`src/rtl/muldiv_unit.sv`:
```
// -----------------------------------------------------------------------------
// muldiv_unit
//   Iterative unsigned multiply / divide unit for the M-extension ops.
//   Operands arrive from the regfile read ports. A shift-add multiply or a
//   restoring divide then runs for DATA_WIDTH cycles. The unit ends with a
//   one-cycle write strobe (we/rd/d) into the regfile write port.
//
//   Ports
//     clk    : clock, all state updates on the rising edge
//     rst_n  : asynchronous active-low reset, aborts any op in flight
//     start  : request, sampled only while busy=0
//     op     : 00 MUL (low word), 01 MULHU (high word), 10 DIVU, 11 REMU
//     a      : multiplicand / dividend
//     b      : multiplier / divisor
//     rd_in  : destination register for this op
//     busy   : op in flight (through the done cycle), start ignored
//     done   : one-cycle result strobe
//     we     : regfile write enable (done with rd != 0)
//     rd     : regfile write address, latched at start
//     d      : result; valid with done, otherwise holds the last result
// -----------------------------------------------------------------------------
module muldiv_unit #(
  parameter int DATA_WIDTH = 32,
  parameter int NUM_REGS   = 32
) (
  input  logic                        clk,
  input  logic                        rst_n,
  input  logic                        start,
  input  logic [1:0]                  op,
  input  logic [DATA_WIDTH-1:0]       a,
  input  logic [DATA_WIDTH-1:0]       b,
  input  logic [$clog2(NUM_REGS)-1:0] rd_in,
  output logic                        busy,
  output logic                        done,
  output logic                        we,
  output logic [$clog2(NUM_REGS)-1:0] rd,
  output logic [DATA_WIDTH-1:0]       d
);

  localparam int W  = DATA_WIDTH;
  localparam int CW = $clog2(DATA_WIDTH);

  typedef enum logic [1:0] {
    IDLE = 2'd0,
    RUN  = 2'd1,
    DONE = 2'd2
  } state_t;

  state_t         state_q, state_d;
  logic [1:0]     op_q;
  logic [W-1:0]   x_q;     // multiplicand (MUL*) or divisor (DIV*)
  logic [W-1:0]   hi_q;    // product high half / partial remainder
  logic [W-1:0]   lo_q;    // multiplier shifting out, product low half / quotient
  logic [CW-1:0]  cnt_q;
  logic           dz_q;    // divide by zero: skip iterations, force result

  logic           accept;
  logic [W:0]     mul_sum;
  logic [W:0]     div_shift;
  logic [W:0]     div_diff;
  logic           div_fit;
  logic [W-1:0]   hi_nxt, lo_nxt;
  logic [W-1:0]   result;

  // Busy stays high through the done cycle, so a start there is dropped.
  assign accept = start && !busy && (state_q == IDLE);

  // ---------------------------------------------------------------------------
  // Next-state logic
  // ---------------------------------------------------------------------------
  // NOTE: every signal driven here gets a default first so no latch is inferred.
  always_comb begin
    state_d = state_q;
    unique case (state_q)
      IDLE: if (accept) state_d = (op[1] && (b == '0)) ? DONE : RUN;
      RUN:  if (cnt_q == CW'(W - 1)) state_d = DONE;
      DONE: state_d = IDLE;
      default: state_d = IDLE;
    endcase
  end

  // ---------------------------------------------------------------------------
  // One iteration of the datapath
  // ---------------------------------------------------------------------------
  always_comb begin
    // Multiply: add the multiplicand into the high half when the multiplier
    // LSB is set, then shift the whole {carry, hi, lo} right by one.
    mul_sum   = {1'b0, hi_q} + (lo_q[0] ? {1'b0, x_q} : '0);
    // Divide: shift {rem, quot} left by one, then trial-subtract the divisor.
    div_shift = {hi_q, lo_q[W-1]};
    div_fit   = (div_shift >= {1'b0, x_q});
    div_diff  = div_shift - {1'b0, x_q};

    if (op_q[1]) begin
      hi_nxt = div_fit ? div_diff[W-1:0] : div_shift[W-1:0];
      lo_nxt = {lo_q[W-2:0], div_fit};
    end else begin
      hi_nxt = mul_sum[W:1];
      lo_nxt = {mul_sum[0], lo_q[W-1:1]};
    end
  end

  always_comb begin
    unique case (op_q)
      2'b00:   result = lo_q;
      2'b01:   result = hi_q;
      2'b10:   result = dz_q ? '1 : lo_q;
      default: result = hi_q;   // REMU; with dz_q, hi_q was loaded with a
    endcase
  end

  // ---------------------------------------------------------------------------
  // State and datapath registers
  // ---------------------------------------------------------------------------
  // NOTE: sequential state uses non-blocking assignments so every register
  // samples values from before the edge, independent of statement order.
  always_ff @(posedge clk or negedge rst_n) begin
    if (!rst_n) begin
      state_q <= IDLE;
      op_q    <= '0;
      x_q     <= '0;
      hi_q    <= '0;
      lo_q    <= '0;
      cnt_q   <= '0;
      dz_q    <= 1'b0;
      busy    <= 1'b0;
      done    <= 1'b0;
      we      <= 1'b0;
      rd      <= '0;
      d       <= '0;
    end else begin
      state_q <= state_d;
      done    <= (state_q == DONE);
      we      <= (state_q == DONE) && (rd != '0);

      if (accept) begin
        busy <= 1'b1;
      end else if (done) begin
        busy <= 1'b0;
      end

      unique case (state_q)
        IDLE: begin
          if (accept) begin
            op_q  <= op;
            x_q   <= op[1] ? b : a;
            lo_q  <= op[1] ? a : b;
            // A zero divisor skips the iterations. Preload a so REMU
            // returns the dividend without a separate result path.
            hi_q  <= (op[1] && (b == '0)) ? a : '0;
            cnt_q <= '0;
            dz_q  <= op[1] && (b == '0);
            rd    <= rd_in;
          end
        end
        RUN: begin
          hi_q  <= hi_nxt;
          lo_q  <= lo_nxt;
          cnt_q <= cnt_q + CW'(1);
        end
        DONE: begin
          d <= result;
        end
        default: ;
      endcase
    end
  end

endmodule

```
`config.mk`:
```
export PLATFORM = sky130hd
export DESIGN_NAME = muldiv_unit
export DESIGN_NICKNAME = d
export VERILOG_FILES = /design/src/rtl/muldiv_unit.sv
export SDC_FILE = /design/constraint.sdc
export NUM_CORES = 1
export LEC_CHECK = 0
export CORE_MARGIN = 3
export CORE_UTILIZATION = 40
export CTS_CLUSTER_DIAMETER = 120
export DETAILED_ROUTE_END_ITERATION = 16
export GPL_TIMING_DRIVEN = 0
export PLACE_DENSITY = 0.68
export SETUP_SLACK_MARGIN = 0.15
export SLEW_MARGIN = 0
export SYNTH_ARGS = -nofsm -noshare
export SYNTH_HDL_FRONTEND = slang
export SYNTH_SLANG_ARGS = --single-unit
export TNS_END_PERCENT = 30
```
`constraint.sdc`:
```
create_clock -name clk -period 5.35 [get_ports clk]
set_clock_uncertainty 0.15 [all_clocks]
set_input_delay 0.8025 -clock clk [delete_from_list [all_inputs] [get_ports clk]]
set_output_delay 0.8025 -clock clk [all_outputs]
set_load 0.03 [all_outputs]
```
==> results_dict.tcl <==
set metrics [dict create \
    outcome "complete, but fails checks" \
    violations "capacitance limit" \
    synth.area.top_cells "dfrtp_1 32%, mux2i_1 9.2%, ha_1 7.3%, a21oi_1 5.2%, nand2_1 5.2%" \
    ctsRootBufferMaster "clkbuf_16" \
    synth.net_count 1511 \
    start_util_pct 40.8 \
    fillers 2709 \
    fin_ws_ns 0.991 \
    maxCapViolations 1 \
    drtIter0Drc 1451 \
    die_height_um 175 \
    drc_errors 0 \
    final_area_mm2 0.0136 \
    power_density_mw_per_mm2 798 \
    async_flop_share_pct 100 \
    synth_flop_cell "dfrtp_1" \
    syn_inst 1369 \
    ctsHoldBuffers 0 \
    seqCellArea_mm2 0.00365 \
    crit_family "compound AO/OA/AOI/OAI gates" \
    cts_tree "done" \
    rows 61 \
    grt_setup_unrepaired "no" \
    top_usage_layer "met2" \
    grt_pass1_wl_um 65500 \
    num_io_pins 114 \
    drt_pass1_iterations 7 \
    yosysSeqAreaShare_pct 32.2 \
    dp_hpwl_um 33800 \
    grt_use_met1_pct 37.8 \
    stdcell_count 1893 \
    cp_max_fo 10 \
    synth.avg_cell_area_um2 8.30 \
    die_x_um 175 \
    synth.most_common_cell "nand2_1" \
    synthesis.area_mm2 0.0114 \
    crit_required_ns 5.54 \
    n_antenna_cell 0 \
    final_util_pct 48.9 \
    grt_pass1_vias 11100 \
    grtUsageMet2_pct 43.0 \
    cts_resized 0 \
    routed_via_density 6.17 \
    path_common_cell "and2_1" \
    design_power_total_w 0.0109 \
    worst_pin_slew_ns 1.45 \
    post-route-period-util_pct 81.5 \
    area_growth_pct 20.0 \
    postCtsSetupBuffers 0 \
    cts_num_sinks 146 \
    min_period_ns 4.36 \
    setup_viol 0 \
    worst_ep_arrival_time_ns 4.55 \
    peakVddDrop_uv 319 \
    holdCritPathClass "primary input to asynchronous set/reset pin" \
    place_ws_ns 1.11 \
    io_buffer_count 113 \
    htree_levels 4 \
    crit_slowest_cell "dfrtp_1" \
    wirelength_um 43100 \
    drive_gt1_share_pct 4.22 \
    fp.dieArea_mm2 0.0305 \
    end_kind "register" \
    synth_top_area_share_pct 32.2 \
    post_drt_wl_per_cell_um 22.8 \
    multi_input_area_mm2 0.00717 \
    r2r_slack_ns 0.99 \
    vias 11700 \
    ys_types 65 \
    path_buf_inv 1 \
    slew_viol_final 0 \
    synth_seq_cells 146 \
    yosys-top-cells-count "156 x nand2_1, 146 x dfrtp_1, 118 x a21oi_1, 109 x o21ai_0, 105 x mux2i_1" \
    antenna_found_initial 0 \
    cp-start-kind "register" \
    ant_nets 0 \
    leakage_nw 5.95 \
    grtUsageTotal_pct 28.0 \
    use_met3_pct 6.84 \
    grt_overflow 0 \
    yosys.area.top_type "dfrtp_1" \
    synth-edff-count 0 \
    grt_max_degree 77 \
    yosysWarnings 0 \
    cts_buffers 17 \
    postPlaceCellArea_mm2 0.0130 \
    cp_cell_sequence "clkbuf_1 -> and2_1 -> ha_1 -> fa_1 -> a21o_1 -> a31oi_1 -> o41a_1 -> nand3_1 -> and2_1 -> a21oi_1 -> o21ai_0 -> xor2_1 -> a211o_1" \
    clk_pin_slew_ns 0.07 \
    dp.cells 1861 \
    relSlewSlack_pct 2.43 \
    fmaxAchievable_mhz 229 \
    max-clock-path-buffers 2 \
    clk_latency_ns 0.45 \
    path_class "register to register" \
    hold_viol 0 \
    fin_nets 1644 \
    max_stage_delay_ns 0.54 \
    routabilityCongestion 0.969 \
    core_area_mm2 0.0279 \
]
[cell usage in the layout, fill, tap and decap left out, types with 12 or more instances in the layout]
cell type,count
clkbuf_1,61
and3_1,18
and2_1,38
clkdlybuf4s50_1,112
clkbuf_16,17
o22ai_1,36
a221oi_1,16
xor2_1,25
o21ai_0,109
nor2_1,91
xnor2_1,30
nor3_1,15
a211oi_1,31
a31oi_1,17
a21oi_1,118
buf_1,12
nand4_1,14
nand2_1,156
nand3_1,30
a21o_1,21
inv_1,49
ha_1,66
dfrtp_1,146
o211ai_1,42
mux2i_1,105
[worst paths after layout]
| kind | from | endpoint | cells past startpoint |
|---|---|---|---|
| max | lo_q[0] | hi_q[29] | 13 |
| min | rst_n | d[5] | 1 |
| max reg2reg | lo_q[0] | hi_q[29] | 13 |
| min reg2reg | done | busy | 1 |
| max in group asynchronous | rst_n | hi_q[26] | 2 |
| min in group clk | done | busy | 1 |
[routing by layer]
layer | up-vias | share of wire (%)
li1 | 5279 | -
met3 | 129 | 9.5
met1 | 5638 | 43
met5 | - | 0
met2 | 642 | 44
met4 | 0 | 4.3
[where the power goes]
group	total, W	internal (W)	switching (W)
Clock	0.00133	0.000799	0.000529
Combinational	0.00736	0.00286	0.00450
Sequential	0.00219	0.00156	0.000629
Total	0.0109	0.00522	0.00566
[cell families after synthesis]
kind of cell | count (synthesis) | share of synthesized area, %
buffers and inverters | 136 | 4.77
xor gates and xnor gates | 55 | 4.24
and+or+nand+nor | 400 | 16.3
muxes | 113 | 10.0
adders and majority gates | 68 | 7.62
DFF | 146 | 32.2
AOI/OAI and AO/OA | 451 | 24.9
[registers in the layout, summed over array words and instances (netlist names)]
name	count
d	32
cnt_q	5
we	1
dz_q	1
state_q	2
x_q	32
lo_q	32
op_q	2
busy	1
done	1
hi_q	32
rd	5
[stage by stage]
stage | hold slack, ns | TNS, ns
6_report | 0.253 | 0
5_1_grt | 0.294 | 0
4_1_cts | 0.274 | 0
3_5_place_dp | 0.312 | 0
3_3_place_gp | 0.300 | -404.28
2_1_floorplan | 0.299 | 0
[layout make-up]
cell class	count	share of cell area (%)
buffer	86	2.60
clock buffer	18	3.22
clock inverter	14	1.47
inverter	50	1.38
multi-input combinational	1087	52.6
sequential	146	26.8
tap	378	3.47
timing repair buffer	114	8.51
(Power assumes the default switching activity.)
